File: src/rtl/flexbex_arb_pkg.sv
// flexbex_arb_pkg
//   Shared types and helpers for the flexbex instruction-bus arbiter.
//   ARB_MAX_MASTERS : upper bound on the number of fetch masters
//   arb_id_t        : master index wide enough for ARB_MAX_MASTERS
//   rr_pick()       : circular first-set search used for round-robin selection
package flexbex_arb_pkg;

  localparam int ARB_MAX_MASTERS = 8;

  typedef logic [2:0] arb_id_t;

  // Returns the first index with req set, searching upward from ptr and
  // wrapping. Request vectors narrower than ARB_MAX_MASTERS are zero-padded,
  // so the 3-bit wrap behaves like a wrap modulo the real master count.
  // With no request set the result is ptr (the caller ignores it then).
  function automatic arb_id_t rr_pick(input logic [ARB_MAX_MASTERS-1:0] req,
                                      input arb_id_t                    ptr);
    arb_id_t idx;
    arb_id_t pick;
    logic    found;
    pick  = ptr;
    found = 1'b0;
    for (int k = 0; k < ARB_MAX_MASTERS; k++) begin
      idx = ptr + arb_id_t'(k);
      if (!found && req[idx]) begin
        pick  = idx;
        found = 1'b1;
      end
    end
    return pick;
  endfunction

endpackage

File: src/rtl/flexbex_arb_id_fifo.sv
// flexbex_arb_id_fifo
//   In-order FIFO of master indices, one entry per granted-but-unanswered
//   memory transaction. The head tells the arbiter which master owns the
//   next response.
//   clk, rst_n : clock, asynchronous active-low reset
//   push_i     : store data_i (caller guarantees !full_o)
//   data_i     : master index to store
//   pop_i      : discard head (caller guarantees !empty_o)
//   head_o     : oldest stored index
//   empty_o    : no entries
//   full_o     : DEPTH entries stored
module flexbex_arb_id_fifo #(
  parameter int DEPTH = 2,
  parameter int W     = 1
) (
  input  logic         clk,
  input  logic         rst_n,
  input  logic         push_i,
  input  logic [W-1:0] data_i,
  input  logic         pop_i,
  output logic [W-1:0] head_o,
  output logic         empty_o,
  output logic         full_o
);

  localparam int PW = (DEPTH > 1) ? $clog2(DEPTH) : 1;
  localparam int CW = $clog2(DEPTH + 1);

  logic [W-1:0]  mem [DEPTH];
  logic [PW-1:0] wr_ptr_reg, wr_ptr_next;
  logic [PW-1:0] rd_ptr_reg, rd_ptr_next;
  logic [CW-1:0] count_reg, count_next;

  // Pointers wrap modulo DEPTH, which need not be a power of two.
  always_comb begin
    wr_ptr_next = wr_ptr_reg;
    rd_ptr_next = rd_ptr_reg;
    count_next  = count_reg;
    if (push_i) begin
      wr_ptr_next = (wr_ptr_reg == PW'(DEPTH - 1)) ? '0 : wr_ptr_reg + PW'(1);
    end
    if (pop_i) begin
      rd_ptr_next = (rd_ptr_reg == PW'(DEPTH - 1)) ? '0 : rd_ptr_reg + PW'(1);
    end
    if (push_i && !pop_i) begin
      count_next = count_reg + CW'(1);
    end else if (!push_i && pop_i) begin
      count_next = count_reg - CW'(1);
    end
  end

  always_ff @(posedge clk or negedge rst_n) begin
    if (!rst_n) begin
      wr_ptr_reg <= '0;
      rd_ptr_reg <= '0;
      count_reg  <= '0;
    end else begin
      wr_ptr_reg <= wr_ptr_next;
      rd_ptr_reg <= rd_ptr_next;
      count_reg  <= count_next;
    end
  end

  // Storage needs no reset: entries are only read while count is non-zero.
  always_ff @(posedge clk) begin
    if (push_i) begin
      mem[wr_ptr_reg] <= data_i;
    end
  end

  assign head_o  = mem[rd_ptr_reg];
  assign empty_o = (count_reg == '0);
  assign full_o  = (count_reg == CW'(DEPTH));

endmodule

File: src/rtl/flexbex_instr_bus_arbiter.sv
// flexbex_instr_bus_arbiter
//   Shares one instruction-memory port between NUM_MASTERS fetch masters.
//   Round-robin arbitration with grant locking (address held stable until
//   the memory grants); an ID FIFO routes in-order responses back.
//   Optional macro FLEXBEX_ARB_PRIO_EN: master 0 gets strict priority and
//   masters 1..N-1 rotate among themselves.
//   Ports:
//     clk, rst_n            : clock, asynchronous active-low reset
//     m_req_i / m_addr_i    : per-master request and 32-bit address
//     m_gnt_o / m_rvalid_o  : per-master grant and response valid
//     m_rdata_o             : response data, broadcast to all masters
//     mem_req_o/mem_addr_o  : memory request and address
//     mem_gnt_i             : memory grant
//     mem_rvalid_i/rdata_i  : memory response
//     busy_o                : transactions outstanding or any request pending
//     err_o                 : sticky protocol error
module flexbex_instr_bus_arbiter
  import flexbex_arb_pkg::*;
#(
  parameter int NUM_MASTERS     = 2,
  parameter int MAX_OUTSTANDING = 2
) (
  input  logic                      clk,
  input  logic                      rst_n,
  input  logic [NUM_MASTERS-1:0]    m_req_i,
  input  logic [32*NUM_MASTERS-1:0] m_addr_i,
  output logic [NUM_MASTERS-1:0]    m_gnt_o,
  output logic [NUM_MASTERS-1:0]    m_rvalid_o,
  output logic [31:0]               m_rdata_o,
  output logic                      mem_req_o,
  output logic [31:0]               mem_addr_o,
  input  logic                      mem_gnt_i,
  input  logic                      mem_rvalid_i,
  input  logic [31:0]               mem_rdata_i,
  output logic                      busy_o,
  output logic                      err_o
);

  localparam int IDW = (NUM_MASTERS > 1) ? $clog2(NUM_MASTERS) : 1;

`ifdef FLEXBEX_ARB_PRIO_EN
  localparam arb_id_t RR_RESET = arb_id_t'(1);
`else
  localparam arb_id_t RR_RESET = arb_id_t'(0);
`endif

  logic                       lock_reg, lock_next;
  arb_id_t                    locked_id_reg, locked_id_next;
  arb_id_t                    rr_ptr_reg, rr_ptr_next;
  logic                       err_reg, err_next;

  logic [ARB_MAX_MASTERS-1:0] req_ext;
  arb_id_t                    sel;
  logic [31:0]                sel_addr;
  logic                       lock_drop;
  logic                       grant;
  logic                       pop;
  logic                       fifo_empty, fifo_full;
  logic [IDW-1:0]             fifo_head;

  assign req_ext = ARB_MAX_MASTERS'(m_req_i);

  // Selection: a locked grant wins; otherwise rotate from rr_ptr.
  always_comb begin
    sel = locked_id_reg;
    if (!lock_reg) begin
`ifdef FLEXBEX_ARB_PRIO_EN
      sel = m_req_i[0] ? arb_id_t'(0) : rr_pick({req_ext[ARB_MAX_MASTERS-1:1], 1'b0}, rr_ptr_reg);
`else
      sel = rr_pick(req_ext, rr_ptr_reg);
`endif
    end
  end

  always_comb begin
    sel_addr = '0;
    for (int i = 0; i < NUM_MASTERS; i++) begin
      if (sel == arb_id_t'(i)) begin
        sel_addr = m_addr_i[32*i +: 32];
      end
    end
  end

  // A locked master that withdraws its request breaks the bus protocol.
  // The request to memory is suppressed too, so the memory cannot grant a
  // transaction that nobody would push into the ID FIFO.
  assign lock_drop  = lock_reg & ~req_ext[locked_id_reg];
  assign mem_req_o  = (|m_req_i) & ~fifo_full & ~lock_drop;
  assign mem_addr_o = mem_req_o ? sel_addr : 32'h0;
  assign grant      = mem_req_o & mem_gnt_i;
  assign pop        = mem_rvalid_i & ~fifo_empty;

  always_comb begin
    m_gnt_o    = '0;
    m_rvalid_o = '0;
    for (int i = 0; i < NUM_MASTERS; i++) begin
      m_gnt_o[i]    = grant && (sel == arb_id_t'(i));
      m_rvalid_o[i] = pop && (fifo_head == IDW'(i));
    end
  end

  assign m_rdata_o = mem_rdata_i;
  assign busy_o    = ~fifo_empty | (|m_req_i);
  assign err_o     = err_reg;

  // Next-state logic for lock, round-robin pointer and error flag.
  always_comb begin
    lock_next      = lock_reg;
    locked_id_next = locked_id_reg;
    rr_ptr_next    = rr_ptr_reg;
    err_next       = err_reg;

    if (lock_drop) begin
      lock_next = 1'b0;
      err_next  = 1'b1;
    end else if (mem_req_o && !mem_gnt_i) begin
      lock_next      = 1'b1;
      locked_id_next = sel;
    end else if (grant) begin
      lock_next = 1'b0;
    end

    if (grant) begin
`ifdef FLEXBEX_ARB_PRIO_EN
      if (sel != arb_id_t'(0)) begin
        rr_ptr_next = (sel == arb_id_t'(NUM_MASTERS - 1)) ? arb_id_t'(1) : sel + arb_id_t'(1);
      end
`else
      rr_ptr_next = (sel == arb_id_t'(NUM_MASTERS - 1)) ? arb_id_t'(0) : sel + arb_id_t'(1);
`endif
    end

    if (mem_rvalid_i && fifo_empty) begin
      err_next = 1'b1;
    end
  end

  always_ff @(posedge clk or negedge rst_n) begin
    if (!rst_n) begin
      lock_reg      <= 1'b0;
      locked_id_reg <= '0;
      rr_ptr_reg    <= RR_RESET;
      err_reg       <= 1'b0;
    end else begin
      lock_reg      <= lock_next;
      locked_id_reg <= locked_id_next;
      rr_ptr_reg    <= rr_ptr_next;
      err_reg       <= err_next;
    end
  end

  flexbex_arb_id_fifo #(
    .DEPTH (MAX_OUTSTANDING),
    .W     (IDW)
  ) u_id_fifo (
    .clk     (clk),
    .rst_n   (rst_n),
    .push_i  (grant),
    .data_i  (sel[IDW-1:0]),
    .pop_i   (pop),
    .head_o  (fifo_head),
    .empty_o (fifo_empty),
    .full_o  (fifo_full)
  );

endmodule

File: config.mk
export PLATFORM = sky130hd
export DESIGN_NAME = flexbex_instr_bus_arbiter
export DESIGN_NICKNAME = d
export VERILOG_FILES = /design/src/rtl/flexbex_arb_pkg.sv /design/src/rtl/flexbex_arb_id_fifo.sv /design/src/rtl/flexbex_instr_bus_arbiter.sv
export SDC_FILE = /design/constraint.sdc
export NUM_CORES = 1
export LEC_CHECK = 0
export BUFFER_PORTS_ARGS = -buffer_cell sky130_fd_sc_hd__buf_2
export CORE_MARGIN = 10
export CORE_UTILIZATION = 44
export DETAILED_ROUTE_END_ITERATION = 6
export HOLD_SLACK_MARGIN = 0.06
export PLACE_DENSITY_LB_ADDON = 0.1
export SYNTH_ARGS = -nofsm -noshare
export SYNTH_HDL_FRONTEND = slang
export SYNTH_SLANG_ARGS = --single-unit
export TNS_END_PERCENT = 10
File: constraint.sdc
create_clock -name clk -period 7.1 [get_ports clk]
set_input_delay 0.355 -clock clk [delete_from_list [all_inputs] [get_ports clk]]
set_output_delay 0.355 -clock clk [all_outputs]
set_load 0.01 [all_outputs]
# Word-level counts from Yosys, hierarchy flattened
# Memories as Yosys holds them, arrays and structs flattened.
# Cells that the tools add are included.
dict set report op_classes {
  n_bitwise 11
  muxes 55
  add_sub_neg 12
  n_lt_le_gt_ge 9
  n_eq_ne 2
  n_reduce_logical 32
}
# operator n
set ops {}
lappend ops {{32-bit two-way mux} 3}
lappend ops {{3-bit by 4-bit less-than comparator with 1-bit output, second input constant} 9}
lappend ops {{1-bit two-way mux} 32}
lappend ops {{1-bit binary-select mux with 3-bit select} 9}
lappend ops {{3-bit two-way mux} 9}
lappend ops {{1-bit logical AND} 15}
lappend ops {{3-bit adder, second input constant} 4}
lappend ops {{1-bit zero test} 10}
lappend ops {{3-bit by 1-bit adder with 3-bit output, second input constant} 2}
lappend ops {{3-bit by 2-bit adder with 3-bit output, second input constant} 2}
lappend ops {{1-bit AND} 5}
lappend ops {{1-bit NOT} 5}
lappend ops {{2-bit two-way mux} 2}
lappend ops {{2-bit nonzero test} 2}
lappend ops {{3-bit by 1-bit == test with 1-bit output, second input constant} 1}
lappend ops {{3-bit zero test} 1}
lappend ops {{3-bit nonzero test} 1}
lappend ops {{1-bit adder, second input constant} 2}
lappend ops {{2-bit by 1-bit adder with 2-bit output, second input constant} 1}
lappend ops {{2-bit == test, second input constant} 1}
lappend ops {{2-bit zero test} 1}
lappend ops {{2-bit AND reduction} 1}
lappend ops {{2-bit OR reduction} 1}
lappend ops {{2-bit by 1-bit subtractor with 2-bit output, second input constant} 1}
lappend ops {{1-bit bitwise OR} 1}
dict set report totals {
  word_cells 129
  input_bits 102
  ff_bits 12
  ram_bits 2
  out_inout_bits 71
  n_memories 1
}
# name depth width read_ports rd_ports_with_merged_regs write_ports line_no
set memory_table {}
lappend memory_table {u_id_fifo.mem 2 1 1 0 1 flexbex_arb_id_fifo.sv:29} ;# logic [W-1:0] mem [DEPTH];

# Depth between registers and ports, before layout
# Gate-level depths: netlist of the first run.
dict set report logic_depth {
  ltp_word 36
  mapped_depth 11
  ltp_nobuf 9
}

# By module
# A second synthesis of the first run with hierarchy kept.
dict set report unflattened {
  hier_cells 223
  hier_area_um2 1610.3
}
# module cells_per_inst seq_area_each_um2 instances area_per_inst_um2
set by_module_without_submodules {}
lappend by_module_without_submodules {flexbex_instr_bus_arbiter 204 200.2 1 1350.0}
lappend by_module_without_submodules {flexbex_arb_id_fifo 19 160.2 1 260.2}

# Worst setup path after synthesis of the first run
# OpenSTA, ideal clock, no wires.
dict set report synth_path {
  path_type {register to output}
  startpoint {register rr_ptr_reg[0]}
  endpoint {output mem_addr_o[31]}
  required_ps 6745
  slack_ps 3944
  path_stages_with_launch 12
  t_arrival_ps 2801
  path_cell_list {dfrtp_1 buf_2 inv_2 ha_1 nor2b_2 nor3_1 or4_1 a32oi_2 mux2i_1 buf_2 a222oi_1 nor2_1}
}
dict set report synth_via {
  elab_chain_len 36
  elab_cells_between_ends 64
}
# element line_no
set synth_rtl {}
lappend synth_rtl {{start, declared} flexbex_instr_bus_arbiter.sv:49} ;# arb_id_t rr_ptr_reg, rr_ptr_next;
lappend synth_rtl {{start signal, assigned} flexbex_instr_bus_arbiter.sv:147} ;# rr_ptr_reg <= rr_ptr_next;
lappend synth_rtl {{parallel branches: the longest is 30 deep, another holds 3-bit by 1-bit adder with 3-bit output} --}
lappend synth_rtl {{3-bit two-way mux *} flexbex_arb_pkg.sv:25} ;# if (!found && req[idx]) begin
lappend synth_rtl {{3-bit two-way mux *} flexbex_instr_bus_arbiter.sv:66} ;# if (!lock_reg) begin
lappend synth_rtl {{3-bit zero test} flexbex_instr_bus_arbiter.sv:78} ;# if (sel == arb_id_t'(i)) begin
lappend synth_rtl {{32-bit two-way mux} flexbex_instr_bus_arbiter.sv:78}
lappend synth_rtl {{32-bit two-way mux *} flexbex_instr_bus_arbiter.sv:78}
lappend synth_rtl {{32-bit two-way mux *} flexbex_instr_bus_arbiter.sv:89} ;# assign mem_addr_o = mem_req_o ? sel_addr : 32'h0;
lappend synth_rtl {{end, declared} flexbex_instr_bus_arbiter.sv:31} ;# output logic [31:0] mem_addr_o,
# Every way passes the cells marked *. The select of a mux whose other input is x is not followed.

# Worst setup path after layout of the first run
dict set report layout_path {
  startpoint {register rr_ptr_reg[0]}
  endpoint {output mem_addr_o[11]}
}
# The elaborated chain is that of the path after synthesis.

==> results of run 1 <==
-- synthesized netlist by cell type (2+ instances only) --
cell and instances:
sky130_fd_sc_hd__a21oi_1 2, sky130_fd_sc_hd__a222oi_1 32, sky130_fd_sc_hd__a311oi_1 2, sky130_fd_sc_hd__and2_1 2
sky130_fd_sc_hd__buf_2 7, sky130_fd_sc_hd__buf_4 32, sky130_fd_sc_hd__clkbuf_1 16, sky130_fd_sc_hd__dfrtp_1 12
sky130_fd_sc_hd__edfxtp_1 2, sky130_fd_sc_hd__ha_1 3, sky130_fd_sc_hd__inv_1 4, sky130_fd_sc_hd__mux2_2 34
sky130_fd_sc_hd__mux2i_1 5, sky130_fd_sc_hd__nand2_1 11, sky130_fd_sc_hd__nand3b_1 2, sky130_fd_sc_hd__nor2_1 43
sky130_fd_sc_hd__nor2b_1 36, sky130_fd_sc_hd__nor3_1 4, sky130_fd_sc_hd__o21a_1 2, sky130_fd_sc_hd__o21ai_0 3
sky130_fd_sc_hd__xnor2_1 3, sky130_fd_sc_hd__xor2_1 3
-- routing by layer --
layer,up-vias,GRT usage (%)
met5,-,0
met4,0,6.897
met3,22,4.323
met2,74,27.72
met1,1063,16.40
li1,1091,-
-- logic make-up (layout without fill, tap and decap cells) --
logic type / after synthesis / after routing
AO/OA/AOI/OAI: 47 / 47
flip-flops: 14 / 14
buffers and inverters: 60 / 123
AND/OR/NAND/NOR: 102 / 102
XOR/XNOR: 6 / 6
multiplexers: 39 / 39
adder cells (fa/ha/maj): 3 / 3
-- final timing paths --
check,startpoint,endpoint,slack [ns],cells past startpoint
max,rr_ptr_reg[0]$_DFFE_PN0P_,mem_addr_o[11],3.24,11
min,mem_rvalid_i,err_o$_DFFE_PN0P_,0.34,3
max reg2reg,rr_ptr_reg[0]$_DFFE_PN0P_,u_id_fifo.mem[0]$_DFFE_PP_,3.96,9
min reg2reg,err_o$_DFFE_PN0P_,err_o$_DFFE_PN0P_,0.47,2
max in group asynchronous,rst_n,lock_reg$_DFFE_PN0P_,6.34,2
min in group asynchronous,rst_n,locked_id_reg[2]$_DFFE_PN0P_,0.52,2
-- cells in the final DEF, fill, tap and decap left out, types with 4 or more instances in the layout --
| master | synthesis | final |
|---|---|---|
| sky130_fd_sc_hd__a222oi_1 | 32 | 32 |
| sky130_fd_sc_hd__buf_2 | 7 | 108 |
| sky130_fd_sc_hd__buf_4 | 32 | 5 |
| sky130_fd_sc_hd__dfrtp_1 | 12 | 11 |
| sky130_fd_sc_hd__inv_1 | 4 | 4 |
| sky130_fd_sc_hd__mux2_2 | 34 | 34 |
| sky130_fd_sc_hd__mux2i_1 | 5 | 4 |
| sky130_fd_sc_hd__nand2_1 | 11 | 11 |
| sky130_fd_sc_hd__nor2_1 | 43 | 43 |
| sky130_fd_sc_hd__nor2b_1 | 36 | 36 |
| sky130_fd_sc_hd__nor3_1 | 4 | 4 |
-- per-stage QoR --
| stage | instance area (um^2) | util (%) |
|---|---|---|
| floorplan | 2175 | - |
| global placement | 2514 | 52.87 |
| detailed placement | 2514 | 52.87 |
| CTS | 2569 | 54.03 |
| global route | 2569 | 54.03 |
| finish | 2569 | 54.03 |
-- worst register-to-register path, cell delays in order, from the launching register on --
cell and delay [ns]:
sky130_fd_sc_hd__dfrtp_1 0.55, sky130_fd_sc_hd__inv_2 0.10, sky130_fd_sc_hd__ha_1 0.39, sky130_fd_sc_hd__nor2b_2 0.21, sky130_fd_sc_hd__nor3_1 0.06, sky130_fd_sc_hd__or4_1 0.52, sky130_fd_sc_hd__a32oi_2 0.38, sky130_fd_sc_hd__xnor2_2 0.09
sky130_fd_sc_hd__buf_4 0.25, sky130_fd_sc_hd__mux2_2 0.34
-- power by group --
part | switching [W] | internal (W)
clock | 0.0000276 | 0.0000397
combinational | 0.000534 | 0.000413
sequential | 0.0000386 | 0.000111
-- layout make-up --
| type | instances | area [um^2] |
|---|---|---|
| clock buffer | 4 | 45.04 |
| fill | 487 | 2186 |
| inverter | 5 | 18.77 |
| multi-input combinational | 197 | 1471 |
| sequential | 14 | 361.6 |
| tap | 67 | 83.83 |
| timing repair buffer | 114 | 588.1 |
-- what timing repair did --
item,in CTS,in global routing
endpoints found under the setup margin,0,0
endpoints found under the hold margin,12,0
buffers inserted,0,0
hold buffers,1,0
==> summary.md, run 1 <==
| Metric | Value |
|---|---|
| Antenna diodes | 0 |
| Standard-cell row count | 25 |
| Number of hold violations in the final report | 0 |
| Routed vias | 2250 |
| Post-synthesis cell type with the largest combined area | sky130_fd_sc_hd__mux2_2 |
| NumNets Final | 440 |
| Detailed-routed wire length on met3 | 486 um |
| Root Buffer Master | sky130_fd_sc_hd__clkbuf_8 |
| Area share of xor/xnor cells in the synthesized design | 2.417% |
| Cell Chain, Critical Path | inv_2 > ha_1 > nor2b_2 > nor3_1 > or4_1 > a32oi_2 > mux2i_2 > buf_4 > a222oi_1 > nor2_1 > buf_2 |
| Global-route wire length before repair | 10960 um |
| Adder-cell share of the synthesized area | 1.726% |
| Top fanout value on the critical path | 32 |
| Cell Count, Final, Fillers Out | 401 |
| Max-slew violation count | 0 |
| Power density of the placed cells | 453.0 nW/um^2 |
| First drt pass iteration count | 6 |
| Setup repair after global routing missed its margin | false |
| Drc violations | 0 |
| Number of distinct library cells after synthesis | 33 |
| Largest cells by area after synthesis | sky130_fd_sc_hd__mux2_2 (18%), sky130_fd_sc_hd__a222oi_1 (15%), sky130_fd_sc_hd__dfrtp_1 (14%) |
| Global-route congestion overflow total | 0 |
| Die boundary width | 90.30 um |
| Starting density of the core | 45.74% |
| Crit share post-route | 54.40% |
| Final setup violation count | 0 |
| Synth top area share | 17.61% |
| Largest family of logic cells by synthesized area | simple AND/OR/NAND/NOR gates |
| Initial antenna violation count | 0 |
| Min Hold Slack | 0.3429 ns |
| Die Span Y | 90.30 um |
| Worst hold path type | in2reg |
| Cell family with the largest share of critical-path delay | simple AND/OR/NAND/NOR gates |
| Capturing element type of the critical path | output port |
| Total power consumption of the routed design | 0.001164 W |
| Worst setup margin | 3.238 ns |
| Cell Area, Synth | 2175 um^2 |
| Port Buffers | 108 |
| Worst slack at placement | 3.506 ns |
| Via-per-instance ratio | 5.611 |
| Tightest slew margin relative to the limit | 55.42% |
| Routability cong. | 0.9112 |
| Number of violations reported at the end of detailed-routing iteration 0 | 214 |
| Transition time at the pin with the least slew margin | 0.6686 ns |
| Compound-Gate Fraction of Synth Area | 19.85% |
| Clock transition at the registers of the reported paths | 0.06 ns |
| TritonCTS sink count | 14 |
| Async set or reset register ratio after synthesis | 85.71% |
| Net count after synthesis | 376 |
| Master of the slowest instance on the critical path | sky130_fd_sc_hd__dfrtp_1 |
| Max Cap Viol | 0 |
| Final Skew | 0.002291 ns |
| Number of H-tree branching levels | 1 |
| Pin count of the biggest net entering global routing | 72 |
| CP Data Required Time | 6.74 ns |
| Critical path class | reg2out |
| Flop and latch count out of synthesis | 14 |
| Count of flip-flops with a built-in enable after synthesis | 2 |
| Number of global-route vias before repair | 2277 |
| Overall global routing resource usage | 15.45% |
| Clock buffer count from CTS | 3 |
| Period minus WS final | 3.862 ns |
| Hpwl dp | 5094 um |
| Average cell area after synthesis | 8.024 um^2 |
| Run status | finished, final reports clean |
| Kind of launch point of the worst setup path | flip-flop |
| Buf+Inv Stages, Crit Path | 3 |
| Portion of netlist area occupied by mux cells | 19.91% |
| Most instantiated flip-flop cell in the synthesis netlist | sky130_fd_sc_hd__dfrtp_1 |
| Highest Signal Layer | met4 |
| Cells after synthesis | 271 |
| Syn-to-layout area delta | 18.12% |
| Clock tree from TritonCTS | yes |
| Wire length per cell | 16.85 um |
| Warning count from the yosys run | 0 |
| Proportion of layout cells with a drive suffix above 1 | 46.71% |
| Register area share after synthesis | 16.57% |
| Worst skew pair latency | 0.24 ns |
| Num ports | 173 |
| Post-Route WL | 6756 um |
| Data arrival, critical path | 3.51 ns |
| Achievable Freq | 0.2589 GHz |
| Met2 Routed Length | 3407 um |
| Simple-gate portion of the synthesized area | 23.25% |
| VDD IR max | 0.0001601 V |
| Setup_tns | 0 ns |
| Metal1 wirelength | 2669 um |
| Worst stage delay on the critical path | 0.55 ns |
| Core Area | 4755 um^2 |
| Number of cells after detailed placement | 396 |
| Remaining number of nets flagged by the antenna check after routing | 0 |
| Die area | 8154 um^2 |
| Number of buffers on the longest clock path | 2 |
| P_leak | 1.231 nW |
| # resized after CTS | 0 |
Power figures use the tool's default switching activity.
==> inputs of run 2 (changes only) <==
--- a/config.mk
+++ b/config.mk
@@ -7,7 +7,7 @@
 export LEC_CHECK = 0
 export BUFFER_PORTS_ARGS = -buffer_cell sky130_fd_sc_hd__buf_2
 export CORE_MARGIN = 10
-export CORE_UTILIZATION = 44
+export CORE_UTILIZATION = 36
 export DETAILED_ROUTE_END_ITERATION = 6
 export HOLD_SLACK_MARGIN = 0.06
 export PLACE_DENSITY_LB_ADDON = 0.1
==> constraint.sdc (replaced) <==
create_clock -name clk -period 3.5 [get_ports clk]
set_input_delay 0.175 -clock clk [delete_from_list [all_inputs] [get_ports clk]]
set_output_delay 0.175 -clock clk [all_outputs]
set_load 0.01 [all_outputs]
==> run 2 against run 1 <==
Non-clock buffer count is 1 higher. Die area is 17% higher. Worst hold slack worse by 0.17 ns. Critical path type unchanged. Largest cell class unchanged. Largest power group unchanged. Highest routed layer unchanged.
==> summary.md, run 2 (synthesis results as in run 1) <==
| Metric | Value |
|---|---|
| Run status | finished, final reports clean |
| Post-Route WL | 7091 um |
| Area after detailed placement | 2552 um^2 |
| Wire length per cell | 17.30 um |
| Clock buffer count from CTS | 3 |
| Final Skew | 0.0009707 ns |
| Clock transition at the registers of the reported paths | 0.06 ns |
| Die boundary width | 97.72 um |
| Tightest slew margin relative to the limit | 65.06% |
| Routability cong. | 0.7899 |
| Worst slack at placement | 0.2766 ns |
| Worst stage delay on the critical path | 0.56 ns |
| Max Cap Viol | 0 |
| Power density of the placed cells | 931.8 nW/um^2 |
| Standard-cell row count | 28 |
| Period minus WS final | 3.333 ns |
| Storage element area | 361.6 um^2 |
| P_leak | 1.245 nW |
| Die Span Y | 97.72 um |
| Min Hold Slack | 0.1707 ns |
| Buf+Inv Stages, Crit Path | 3 |
| Worst setup margin | 0.1669 ns |
| Max-slew violation count | 0 |
| Data arrival, critical path | 3.16 ns |
| Transition time at the pin with the least slew margin | 0.5205 ns |
| Multi-input logic area | 1496 um^2 |
| VDD IR max | 0.0006166 V |
| First drt pass iteration count | 5 |
| Filler cell count in the final layout | 622 |
| Port Buffers | 108 |
| Setup fix buffers added after clock tree synthesis | 0 |
| Starting density of the core | 36.95% |
| Syn-to-layout area delta | 21.00% |
| Root Buffer Master | sky130_fd_sc_hd__clkbuf_8 |
| Top fanout value on the critical path | 32 |
| Global-route congestion overflow total | 0 |
| Hpwl dp | 5327 um |
| CP Data Required Time | 3.32 ns |
| Die area | 9549 um^2 |
| Remaining number of nets flagged by the antenna check after routing | 0 |
| Cell Chain, Critical Path | inv_1 > ha_1 > nor2b_4 > nor3_1 > or4_1 > a32oi_4 > mux2i_4 > buf_12 > a222oi_1 > nor2_1 > buf_2 |
| Via-per-instance ratio | 5.495 |
| Core Area | 5886 um^2 |
| Routed vias | 2253 |
| Antenna diodes | 0 |
| Pin count of the biggest net entering global routing | 46 |
| Number of H-tree branching levels | 1 |
| Design area | 2631 um^2 |
| Initial antenna violation count | 0 |
| Drc violations | 0 |
| Cell Count, Final, Fillers Out | 410 |
| Global-route wire length before repair | 10920 um |
| Number of cells after detailed placement | 405 |
| Critical path class | reg2out |
| Num ports | 173 |
| Achievable Freq | 0.3000 GHz |
| NumNets Final | 441 |
| Top library cells by usage in the layout, fill and taps aside | sky130_fd_sc_hd__buf_2 (108), sky130_fd_sc_hd__nor2_1 (43), sky130_fd_sc_hd__nor2b_1 (36), sky130_fd_sc_hd__mux2_2 (34), sky130_fd_sc_hd__a222oi_1 (32) |
| Number of buffers on the longest clock path | 2 |
| Cell family with the largest share of critical-path delay | simple AND/OR/NAND/NOR gates |
| Total power consumption of the routed design | 0.002452 W |
| TritonCTS sink count | 14 |
| Master of the slowest instance on the critical path | sky130_fd_sc_hd__or4_1 |
| Final setup violation count | 0 |
| Clock tree from TritonCTS | yes |
| Worst skew pair latency | 0.24 ns |
| Proportion of layout cells with a drive suffix above 1 | 46.87% |
| Most common library cell in the layout ignoring fill and taps | sky130_fd_sc_hd__buf_2 |
| Worst hold path type | in2reg |
| Capturing element type of the critical path | output port |
| Crit share post-route | 95.23% |
| Overall global routing resource usage | 13.04% |
| Number of violations reported at the end of detailed-routing iteration 0 | 215 |
| Number of global-route vias before repair | 2242 |
| Kind of launch point of the worst setup path | flip-flop |
| Number of hold violations in the final report | 0 |
## run 2: cell types whose count changed in the layout (fill, tap and decap cells not counted), sizes merged
| cell | change |
|---|---|
| buf | +1 |
| clkbuf | -1 |
| clkinv | +1 |
## run 2: path summary, 6_finish.rpt
kind / startpoint / endpoint / slack, ns / depth (start not counted)
worst min register to register: err_o$_DFFE_PN0P_ / err_o$_DFFE_PN0P_ / 0.48 / 2
min in group asynchronous: rst_n / u_id_fifo.rd_ptr_reg$_DFFE_PN0P_ / 0.34 / 2
worst max register to register: rr_ptr_reg[1]$_DFFE_PN0P_ / u_id_fifo.mem[1]$_DFFE_PP_ / 0.62 / 9
worst min-delay path: mem_rvalid_i / err_o$_DFFE_PN0P_ / 0.17 / 3
worst max-delay path: rr_ptr_reg[1]$_DFFE_PN0P_ / mem_addr_o[25] / 0.17 / 11
max in group asynchronous: rst_n / lock_reg$_DFFE_PN0P_ / 2.91 / 2
## run 2: cell type report
| type | instances | share of cell area [%] |
|---|---|---|
| flip-flops and latches | 14 | 13.74 |
| clock inverters | 1 | 0.1427 |
| well taps | 75 | 3.566 |
| repair buffers | 115 | 23.40 |
| clock buffers | 3 | 1.569 |
| inverters | 5 | 0.7133 |
| multi-input cells | 197 | 56.87 |
## run 2: timing repair
action                                  in CTS  in global routing
hold buffers                                 1                  0
gates resized for setup                      0                  4
hold endpoints to repair                    12                  0
endpoints found under the setup margin       0                 34
## run 2: layer usage
layer  vias to the layer above  part of all wire (%)  global-route usage [%]
li1                       1098                     -                       -
met1                      1055                    39                   14.43
met3                        10                   9.0                   5.050
met4                         0                   1.0                   3.356
met2                        90                    51                   22.74
met5                         -                     0                       0
## run 2: power breakdown
part,internal [W],switching (W)
sequential,0.000225,0.0000819
combinational,0.000901,0.00111
clock,0.0000775,0.0000546
## run 2: stage by stage
stage | util (%) | TNS (ns)
3_5_place_dp | 43.37 | 0
4_1_cts | 44.30 | 0
2_1_floorplan | - | 0
3_3_place_gp | 43.37 | 0
5_1_grt | 44.71 | -0.08764
6_report | 44.71 | 0
## run 2: tightest hold or removal path, cell delays in order
cell,delay [ns]
sky130_fd_sc_hd__buf_2,0.09
sky130_fd_sc_hd__a21oi_1,0.06
sky130_fd_sc_hd__nand2_1,0.06
==> inputs of run 3 (changes only) <==
--- a/config.mk
+++ b/config.mk
@@ -7,7 +7,7 @@
 export LEC_CHECK = 0
 export BUFFER_PORTS_ARGS = -buffer_cell sky130_fd_sc_hd__buf_2
 export CORE_MARGIN = 10
-export CORE_UTILIZATION = 36
+export CORE_UTILIZATION = 44
 export DETAILED_ROUTE_END_ITERATION = 6
 export HOLD_SLACK_MARGIN = 0.06
 export PLACE_DENSITY_LB_ADDON = 0.1
==> constraint.sdc (replaced) <==
create_clock -name clk -period 3.9 [get_ports clk]
set_input_delay 0.195 -clock clk [delete_from_list [all_inputs] [get_ports clk]]
set_output_delay 0.195 -clock clk [all_outputs]
set_load 0.01 [all_outputs]
==> run 3 against run 2 <==
First-iteration DRC count down 4.7%. Combinational power decreased by 13%. Clock skew up 0.0026 ns. Largest power group unchanged. Total power is 13% lower. Critical path type unchanged. Critical path depth did not move. Via count grew 0.27%. Count of clock-buffer cells in the layout is the same. Global-route usage is 2.2 points higher. Non-clock buffer count did not move. Setup slack improved by 0.16 ns.
==> summary.md, run 3 (synthesis results as in run 1) <==
| Metric | Value |
|---|---|
| Run status | finished, final reports clean |
| Global-route congestion overflow total | 0 |
| Cell Count, Final, Fillers Out | 402 |
| Standard-cell row count | 25 |
| Core Area | 4755 um^2 |
| Worst hold path type | in2reg |
| Launch instance of the worst min-delay path | mem_rvalid_i |
| Achievable Freq | 0.2796 GHz |
| Die Span Y | 90.30 um |
| Proportion of layout cells with a drive suffix above 1 | 46.87% |
| Number of global-route vias before repair | 2232 |
| Worst hold path stage count | 3 |
| Destination of the worst register-to-register timing path | u_id_fifo.mem[1]$_DFFE_PP_ |
| NumNets Final | 441 |
| Internal Dissipation | 0.001041 W |
| Die area | 8154 um^2 |
| Critical path class | reg2out |
| Number of violations reported at the end of detailed-routing iteration 0 | 205 |
| Capturing element type of the critical path | output port |
| Starting density of the core | 45.74% |
| Max Cap Viol | 0 |
| VDD IR max | 0.0003543 V |
| Clock buffer count from CTS | 3 |
| Clock transition at the registers of the reported paths | 0.05 ns |
| TritonCTS sink count | 14 |
| Number of buffers on the longest clock path | 2 |
| Internal reg-to-reg setup slack | 0.96 ns |
| Hold EP | err_o$_DFFE_PN0P_ |
| Tightest slew margin relative to the limit | 59.89% |
| Hpwl dp | 5203 um |
| Port Buffers | 108 |
| Via-per-instance ratio | 5.619 |
| Syn-to-layout area delta | 18.99% |
| Initial antenna violation count | 0 |
| Register share of total power | 12.3% |
| Top fanout value on the critical path | 21 |
| Drc violations | 0 |
| Switching power share of the total | 51.17% |
| Period minus WS final | 3.577 ns |
| Post-Route WL | 6750 um |
| Power density of the placed cells | 823.9 nW/um^2 |
| Reg-to-reg startpoint | rr_ptr_reg[1]$_DFFE_PN0P_ |
| CP Data Required Time | 3.70 ns |
| Pin count of the biggest net entering global routing | 54 |
| Combinational share of power | 82.1% |
| Proportion of power drawn by the clock network | 5.5% |
| Num ports | 173 |
| Clock tree from TritonCTS | yes |
| Max-slew violation count | 0 |
| First drt pass iteration count | 6 |
| Filler cell count in the final layout | 454 |
| Wire length per cell | 16.79 um |
| Number of H-tree branching levels | 1 |
| Worst skew pair latency | 0.24 ns |
| Number of hold violations in the final report | 0 |
| Setup repair after global routing missed its margin | false |
| Final setup violation count | 0 |
| Die boundary width | 90.30 um |
| Remaining number of nets flagged by the antenna check after routing | 0 |
| Multi-input logic area | 1483 um^2 |
| Final Skew | 0.003594 ns |
| Overall global routing resource usage | 15.23% |
| Transition time at the pin with the least slew margin | 0.6017 ns |
| Top library cells by usage in the layout, fill and taps aside | sky130_fd_sc_hd__buf_2 (108), sky130_fd_sc_hd__nor2_1 (43), sky130_fd_sc_hd__nor2b_1 (36), sky130_fd_sc_hd__mux2_2 (34), sky130_fd_sc_hd__a222oi_1 (32) |
| Most common library cell in the layout ignoring fill and taps | sky130_fd_sc_hd__buf_2 |
| Switching power | 0.001091 W |
| Routed vias | 2259 |
| Total power consumption of the routed design | 0.002132 W |
| Data arrival, critical path | 3.38 ns |
| Crit share post-route | 91.71% |
| Setup_tns | 0 ns |
| Storage element area | 361.6 um^2 |
| Antenna diodes | 0 |
| Setup fix buffers added after clock tree synthesis | 0 |
| Routability cong. | 0.8219 |
| Kind of launch point of the worst setup path | flip-flop |
| P_leak | 1.238 nW |
| Global-route wire length before repair | 10810 um |
| Number of cells after detailed placement | 397 |
| Root Buffer Master | sky130_fd_sc_hd__clkbuf_8 |
| Cell count of the worst reg-to-reg path | 8 |
==> run 3: layout make-up <==
class / count / area share, %
sequential: 14 / 13.97
tap: 67 / 3.240
inverter: 5 / 0.7253
timing repair buffer: 115 / 23.02
clock inverter: 1 / 0.1451
multi-input combinational: 197 / 57.30
clock buffer: 3 / 1.596
==> run 3: per-layer routing <==
| metal | part of all wire (%) | track usage [%] | vias up |
|---|---|---|---|
| li1 | - | - | 1096 |
| met1 | 40 | 17.13 | 1054 |
| met2 | 50 | 26.27 | 89 |
| met3 | 8.0 | 5.237 | 20 |
| met4 | 2.0 | 4.907 | 0 |
| met5 | 0 | 0 | - |
==> run 3: worst max path at each step <==
stage / endpoint / depth (start not counted) / startpoint
2_1_floorplan: mem_addr_o[31] / 11 / rr_ptr_reg[0]$_DFFE_PN0P_
5_1_grt: mem_addr_o[25] / 11 / rr_ptr_reg[1]$_DFFE_PN0P_
3_5_place_dp: mem_addr_o[2] / 11 / rr_ptr_reg[1]$_DFFE_PN0P_
6_report: mem_addr_o[2] / 11 / rr_ptr_reg[1]$_DFFE_PN0P_
4_1_cts: mem_addr_o[2] / 11 / rr_ptr_reg[1]$_DFFE_PN0P_
3_3_place_gp: mem_addr_o[31] / 11 / rr_ptr_reg[1]$_DFFE_PN0P_
==> run 3: metrics by stage <==
step | worst slack (ns) | util [%] | hold slack (ns) | cell area, um^2
global placement | 0.5406 | 53.03 | 0.08907 | 2521
floorplan | 0.9038 | - | -0.1006 | 2175
global route | 0.04371 | 54.42 | 0.2079 | 2587
finish | 0.3231 | 54.42 | 0.1894 | 2587
CTS | 0.2190 | 54.18 | 0.1856 | 2576
detailed placement | 0.4938 | 53.03 | 0.09007 | 2521
==> run 3: power groups by stage <==
stage / logic [W] / registers, W / clock network (W)
floorplan: 0.00130 / 0.000227 / 0
detailed placement: 0.00175 / 0.000265 / 0
CTS: 0.00176 / 0.000263 / 0.000122
finish: 0.00175 / 0.000263 / 0.000118
global placement: 0.00175 / 0.000262 / 0
global route: 0.00194 / 0.000271 / 0.000131
==> run 3: what timing repair did <==
action / CTS / global route
resized for setup: 0 / 1
endpoints found under the setup margin: 0 / 11
hold endpoints to repair: 12 / 0
hold buffers: 1 / 0
==> run 3: worst max-delay path, cell delays in order, from the launching register on <==
cell and delay (ns):
sky130_fd_sc_hd__dfrtp_1 0.39, sky130_fd_sc_hd__inv_1 0.12, sky130_fd_sc_hd__ha_1 0.32, sky130_fd_sc_hd__nor2b_2 0.22, sky130_fd_sc_hd__nor3_1 0.06, sky130_fd_sc_hd__or4_1 0.51
sky130_fd_sc_hd__a32oi_2 0.44, sky130_fd_sc_hd__xnor2_4 0.26, sky130_fd_sc_hd__buf_4 0.27, sky130_fd_sc_hd__a222oi_1 0.32, sky130_fd_sc_hd__nor2_1 0.08, sky130_fd_sc_hd__buf_2 0.16
